[config.mk]
export PLATFORM = sky130hd
export DESIGN_NAME = systolic_ctrl_v2
export DESIGN_NICKNAME = d
export VERILOG_FILES = /design/src/rtl/systolic_ctrl_v2.sv
export SDC_FILE = /design/constraint.sdc
export NUM_CORES = 1
export LEC_CHECK = 0
export CAP_MARGIN = 15
export CORE_MARGIN = 2
export CORE_UTILIZATION = 41
export DETAILED_ROUTE_END_ITERATION = 12
export GPL_ROUTABILITY_DRIVEN = 0
export PLACE_DENSITY = 0.84
export SYNTH_ARGS = -nofsm -noshare
export SYNTH_HDL_FRONTEND = slang
export SYNTH_SLANG_ARGS = --single-unit
[constraint.sdc]
create_clock -name clk -period 2.4 [get_ports clk]
set_input_delay 0.24 -clock clk [delete_from_list [all_inputs] [get_ports clk]]
set_output_delay 0.24 -clock clk [all_outputs]
set_load 0.01 [all_outputs]
[src/rtl/systolic_ctrl_v2.sv]
// Instruction decoder/sequencer for the systolic array: decodes handshaked
// instructions into one-cycle buffer/accumulator pulses and runs a counted compute phase.
module systolic_ctrl_v2 #(
    parameter int INSTR_W        = 64,
    parameter int OPCODE_W       = 5,
    parameter int BUF_ADDR_W     = 7,
    parameter int OUT_ADDR_W     = 4,
    parameter int DATA_W         = 32,
    parameter int COMPUTE_CYCLES = 8
) (
    input  logic                  clk,
    input  logic                  rst,
    input  logic                  instr_valid,
    input  logic [INSTR_W-1:0]    instruction,
    output logic                  instr_ready,
    output logic                  inp_buf_we,
    output logic [BUF_ADDR_W-1:0] inp_buf_addr,
    output logic [DATA_W-1:0]     inp_buf_data,
    output logic                  wt_buf_we,
    output logic [BUF_ADDR_W-1:0] wt_buf_addr,
    output logic [DATA_W-1:0]     wt_buf_data,
    output logic                  acc_result_to_op_buf,
    output logic [OUT_ADDR_W-1:0] acc_to_op_buf_addr,
    output logic                  op_buffer_instr_for_sending_data,
    output logic [OUT_ADDR_W-1:0] out_buf_addr,
    output logic                  instr_for_accum_to_reset,
    output logic [1:0]            state_signal,
    output logic                  i_mode,
    output logic                  compute_done,
    output logic                  illegal_op,
    output logic                  err
);

    localparam int CNT_W     = $clog2(COMPUTE_CYCLES + 1);
    localparam int FIELD_END = OPCODE_W + BUF_ADDR_W + DATA_W;

    typedef enum logic {ST_IDLE = 1'b0, ST_COMPUTE = 1'b1} state_t;

    state_t                 state_r, state_s;
    logic [CNT_W-1:0]       cnt_r, cnt_s;
    logic                   accept_s;
    logic [OPCODE_W-1:0]    opcode_s;
    logic [BUF_ADDR_W-1:0]  addr_s;
    logic [DATA_W-1:0]      data_s;

    logic                   inp_we_r, inp_we_s, wt_we_r, wt_we_s;
    logic [BUF_ADDR_W-1:0]  inp_addr_r, inp_addr_s, wt_addr_r, wt_addr_s;
    logic [DATA_W-1:0]      inp_data_r, inp_data_s, wt_data_r, wt_data_s;
    logic                   acc_xfer_r, acc_xfer_s, send_r, send_s, acc_rst_r, acc_rst_s;
    logic [OUT_ADDR_W-1:0]  acc_addr_r, acc_addr_s, out_addr_r, out_addr_s;
    logic [1:0]             st_sig_r, st_sig_s;
    logic                   mode_r, mode_s, done_r, done_s, ill_r, ill_s, err_r, err_s;

    assign opcode_s    = instruction[OPCODE_W-1:0];
    assign addr_s      = instruction[OPCODE_W +: BUF_ADDR_W];
    assign data_s      = instruction[OPCODE_W + BUF_ADDR_W +: DATA_W];
    assign instr_ready = (state_r == ST_IDLE);
    assign accept_s    = instr_valid & instr_ready;

    // Upper instruction bits carry no meaning for this controller.
    generate
        if (INSTR_W > FIELD_END) begin : g_unused
            logic unused_upper_s;
            assign unused_upper_s = ^instruction[INSTR_W-1:FIELD_END];
        end
    endgenerate

    // Next-state, counter and next-cycle output decode; everything defaults to 0.
    always_comb begin
        state_s    = state_r;
        cnt_s      = cnt_r;
        inp_we_s   = 1'b0;
        inp_addr_s = '0;
        inp_data_s = '0;
        wt_we_s    = 1'b0;
        wt_addr_s  = '0;
        wt_data_s  = '0;
        acc_xfer_s = 1'b0;
        acc_addr_s = '0;
        send_s     = 1'b0;
        out_addr_s = '0;
        acc_rst_s  = 1'b0;
        st_sig_s   = 2'b00;
        mode_s     = 1'b0;
        done_s     = 1'b0;
        ill_s      = 1'b0;
        err_s      = err_r;
        case (state_r)
            ST_IDLE: begin
                if (accept_s) begin
                    case (opcode_s)
                        OPCODE_W'(5'h00), OPCODE_W'(5'h1F): begin
                            st_sig_s = 2'b00;
                        end
                        OPCODE_W'(5'h01), OPCODE_W'(5'h02): begin
                            state_s  = ST_COMPUTE;
                            cnt_s    = CNT_W'(COMPUTE_CYCLES - 1);
                            st_sig_s = 2'b10;
                            mode_s   = (opcode_s == OPCODE_W'(5'h02));
                            done_s   = (COMPUTE_CYCLES == 1);
                        end
                        OPCODE_W'(5'h03): begin
                            acc_xfer_s = 1'b1;
                            acc_addr_s = addr_s[OUT_ADDR_W-1:0];
                            st_sig_s   = 2'b01;
                        end
                        OPCODE_W'(5'h04): begin
                            inp_we_s   = 1'b1;
                            inp_addr_s = addr_s;
                            inp_data_s = data_s;
                            st_sig_s   = 2'b01;
                        end
                        OPCODE_W'(5'h05): begin
                            wt_we_s   = 1'b1;
                            wt_addr_s = addr_s;
                            wt_data_s = data_s;
                            st_sig_s  = 2'b01;
                        end
                        OPCODE_W'(5'h06): begin
                            send_s     = 1'b1;
                            out_addr_s = addr_s[OUT_ADDR_W-1:0];
                        end
                        OPCODE_W'(5'h07): begin
                            acc_rst_s = 1'b1;
                        end
                        default: begin
                            ill_s = 1'b1;
                            err_s = 1'b1;
                        end
                    endcase
                end else begin
                    state_s = ST_IDLE;
                end
            end
            ST_COMPUTE: begin
                // cnt_r counts remaining compute cycles after the current one.
                if (cnt_r == '0) begin
                    state_s = ST_IDLE;
                end else begin
                    cnt_s    = cnt_r - CNT_W'(1);
                    st_sig_s = 2'b10;
                    mode_s   = mode_r;
                    done_s   = (cnt_r == CNT_W'(1));
                end
            end
            default: begin
                state_s = ST_IDLE;
                cnt_s   = '0;
            end
        endcase
    end

    // State, counter and output registers with synchronous reset.
    always_ff @(posedge clk) begin
        if (rst) begin
            state_r    <= ST_IDLE;
            cnt_r      <= '0;
            inp_we_r   <= 1'b0;
            inp_addr_r <= '0;
            inp_data_r <= '0;
            wt_we_r    <= 1'b0;
            wt_addr_r  <= '0;
            wt_data_r  <= '0;
            acc_xfer_r <= 1'b0;
            acc_addr_r <= '0;
            send_r     <= 1'b0;
            out_addr_r <= '0;
            acc_rst_r  <= 1'b0;
            st_sig_r   <= 2'b00;
            mode_r     <= 1'b0;
            done_r     <= 1'b0;
            ill_r      <= 1'b0;
            err_r      <= 1'b0;
        end else begin
            state_r    <= state_s;
            cnt_r      <= cnt_s;
            inp_we_r   <= inp_we_s;
            inp_addr_r <= inp_addr_s;
            inp_data_r <= inp_data_s;
            wt_we_r    <= wt_we_s;
            wt_addr_r  <= wt_addr_s;
            wt_data_r  <= wt_data_s;
            acc_xfer_r <= acc_xfer_s;
            acc_addr_r <= acc_addr_s;
            send_r     <= send_s;
            out_addr_r <= out_addr_s;
            acc_rst_r  <= acc_rst_s;
            st_sig_r   <= st_sig_s;
            mode_r     <= mode_s;
            done_r     <= done_s;
            ill_r      <= ill_s;
            err_r      <= err_s;
        end
    end

    assign inp_buf_we                       = inp_we_r;
    assign inp_buf_addr                     = inp_addr_r;
    assign inp_buf_data                     = inp_data_r;
    assign wt_buf_we                        = wt_we_r;
    assign wt_buf_addr                      = wt_addr_r;
    assign wt_buf_data                      = wt_data_r;
    assign acc_result_to_op_buf             = acc_xfer_r;
    assign acc_to_op_buf_addr               = acc_addr_r;
    assign op_buffer_instr_for_sending_data = send_r;
    assign out_buf_addr                     = out_addr_r;
    assign instr_for_accum_to_reset         = acc_rst_r;
    assign state_signal                     = st_sig_r;
    assign i_mode                           = mode_r;
    assign compute_done                     = done_r;
    assign illegal_op                       = ill_r;
    assign err                              = err_r;

endmodule
==> out/summary.txt <==
status: completed
initial antenna violation count: 0
WL/cell: 13.8 um
CTS Hold Bufs: 0
Final ANT Viol Nets: 0
die width: 89.5 um
vias in the first global route: 2,095
largest net degree at the start of global routing: 41
CP Capture Type: output port
count of pins over their slew limit: 0
Clk Tree Root Cell: clkbuf_8
Nets: 468
Max FO, Critical Path: 10
Power Density: 614 nW/um^2
worst hold path class: in2reg
Die ar.: 8000 sq um
buffer and inverter count on the worst path: 2
worst setup path class: reg2out
Max transition margin: 0.683
#FFs+latches synth: 102
CTS H-Tree Depth: 3
most frequent cells in the layout: clkdlybuf4s50_1 (144), dfxtp_1 (102), and2_1 (86)
Mapped Area: 2990 sq um
worst skew pair latency: 0.35 ns
Max Cap Viol: 0
total number of vias: 2,228
# port buffers: 144
Cell Rows: 31
drt pass-1 iters: 4
clock slew at reported path FFs: 0.09 ns
DIE HEIGHT: 89.5 um
crit path time final: 1.67 ns
ANT cells: 0
Detail Placement HPWL: 5.21 mm
clk sinks: 102
reg-to-reg slack, setup: 0.78 ns
WP data required: 2.16 ns
grt ovf: 0
critical path depth in cells: 2
Post-synth EDFFs: 0
dominant synthesized flop cell: dfxtp_1
first-pass GRT wire length: 10.4 mm
TritonCTS clock tree: yes
crit path DAT: 1.43 ns
DRT iter0 DRCs: 36
Yosys cell types: 35
Seq/Total Area, Yosys: 0.682
Worst path max stage delay: 0.54 ns
RR Startpoint: state_r$_SDFF_PP0_
endpoints failing setup: 0
Mapped Cells: 251
R2R cell count: 4
final hold violations: 0
maximum buffer depth of the clock tree: 2
remaining routing DRC violations: 0
setup TNS: 0 ns
GRT met3 Usage: 0.0499
worst-margin pin slew: 0.472 ns
GRT met2 Usage: 0.304
Tot GR Track Use: 0.172
core area: 7180 sq um
slowest CP cell: dfxtp_1
f_max: 0.597 GHz
Leakage: 1.82 nW
CP Cell Sequence: inv_1, clkdlybuf4s50_1
syn_area_per_cell: 11.9 sq um
Worst VDD drop: 0.000279 V
synth-to-layout area growth: 58.9%
async set-reset flop share out of synthesis: 0
syn nets: 320
Initial Util: 0.417
met1 track demand over resource: 0.191
worst hold path endpoint: wt_buf_data[3]$_SDFF_PP0_
Worst Hold Launch: instruction[15]
vias per cell: 4.43
Period Utilization, post-route: 0.698
hold depth: 2
CTS Buf Count: 9
Reg-to-Reg End: inp_buf_data[24]$_SDFF_PP0_
GR peak layer: met2
Crit path max-delay family: buffers and inverters
Synth warnings: 0
most common cell after layout, fill and taps aside: clkdlybuf4s50_1
Final Power: 2.92 mW
final WL: 6.93 mm
RSZ-0062 raised after global routing: false
CP Launch Type: flop
IO Count: 165
layout cells sized above 1: 0.0668
post-cts sizing count: 0
skew final: 0.00747 ns
setup bufs post-CTS: 0
cells in the mapped netlist, types with 2 or more instances:
library cell / count / share of area
nand3_1: 2 / 0.0033
nand2_1: 5 / 0.0063
and2_1: 86 / 0.18
inv_1: 6 / 0.0075
nor3_1: 3 / 0.0050
and4_1: 2 / 0.0059
a31oi_1: 3 / 0.0063
dfxtp_1: 102 / 0.68
a31o_2: 2 / 0.0059
nor2_1: 4 / 0.0050
clkbuf_1: 4 / 0.0050
clkbuf_2: 3 / 0.0050
ha_1: 2 / 0.0084
nor2b_1: 3 / 0.0063
nand2b_1: 2 / 0.0042
a21oi_1: 3 / 0.0050
area by class of cell:
class / instances / area [sq um]
Clock buffer: 9 / 124
Multi-Input combinational cell: 133 / 876
Tap cell: 99 / 124
Inverter: 6 / 22.5
Sequential cell: 102 / 2040
Timing Repair Buffer: 147 / 1490
Clock inverter: 7 / 80.1
Fill cell: 523 / 2420
how the worst max path moves through the flow:
stage	end	from	slack (ns)
after global routing	inp_buf_data[24]$_SDFF_PP0_	state_r$_SDFF_PP0_	0.63
final	instr_ready	state_r$_SDFF_PP0_	0.73
after global placement	wt_buf_data[26]$_SDFF_PP0_	instruction[4]	0.57
after floorplan	cnt_r[0]$_SDFFE_PP0P_	cnt_r[0]$_SDFFE_PP0P_	0.94
after detailed placement	wt_buf_data[31]$_SDFF_PP0_	instruction[4]	0.54
after CTS	instr_ready	state_r$_SDFF_PP0_	0.71
metrics by stage:
step	hold WS [ns]	setup WS, ns	instances	util	area, sq um
after detailed placement	0.485	0.537	487	0.635	4550
after global routing	0.450	0.629	503	0.663	4760
after CTS	0.451	0.713	503	0.663	4760
after global placement	0.441	0.575	487	0.635	4550
final	0.471	0.726	503	0.663	4760
after floorplan	0.329	0.938	251	-	2990
cell families (layout without fill, tap and decap cells):
logic type,count (synthesis),after routing,synth area share
AO/OA/AOI/OAI,13,13,0.0305
XOR/XNOR,1,1,0.00293
adder cells (fa/ha/maj),2,2,0.00836
buffers and inverters,16,169,0.0255
flip-flops,102,102,0.682
multiplexers,2,2,0.00710
AND/OR/NAND/NOR,115,115,0.244
state kept, by name, indices dropped and copies added (netlist names), 2 cells and up:
signal	flops
inp_buf_addr	7
state_signal	2
wt_buf_data	32
acc_to_op_buf_addr	4
inp_buf_data	32
out_buf_addr	4
wt_buf_addr	7
cnt_r	4
worst register-to-register path, cell delays in order, from the launching register on:
cell and delay, ns:
dfxtp_1 0.42, nor3_1 0.47, and4_1 0.32, buf_12 0.19, and2_1 0.18
power by group:
group | internal (mW) | switching (mW) | total [mW]
Clock | 0.495 | 0.568 | 1.06
Combinational | 0.0987 | 0.0540 | 0.153
Sequential | 1.70 | 0.00440 | 1.71
Total | 2.29 | 0.626 | 2.92
layer usage:
| layer | wire length [um] | share of wire | up-vias |
|---|---|---|---|
| met5 | 0 | 0 | - |
| met4 | 150 | 0.022 | 0 |
| met3 | 528 | 0.076 | 15 |
| met2 | 3580 | 0.52 | 98 |
| met1 | 2670 | 0.39 | 1015 |
| li1 | - | - | 1100 |
(Power assumes the default switching activity.)
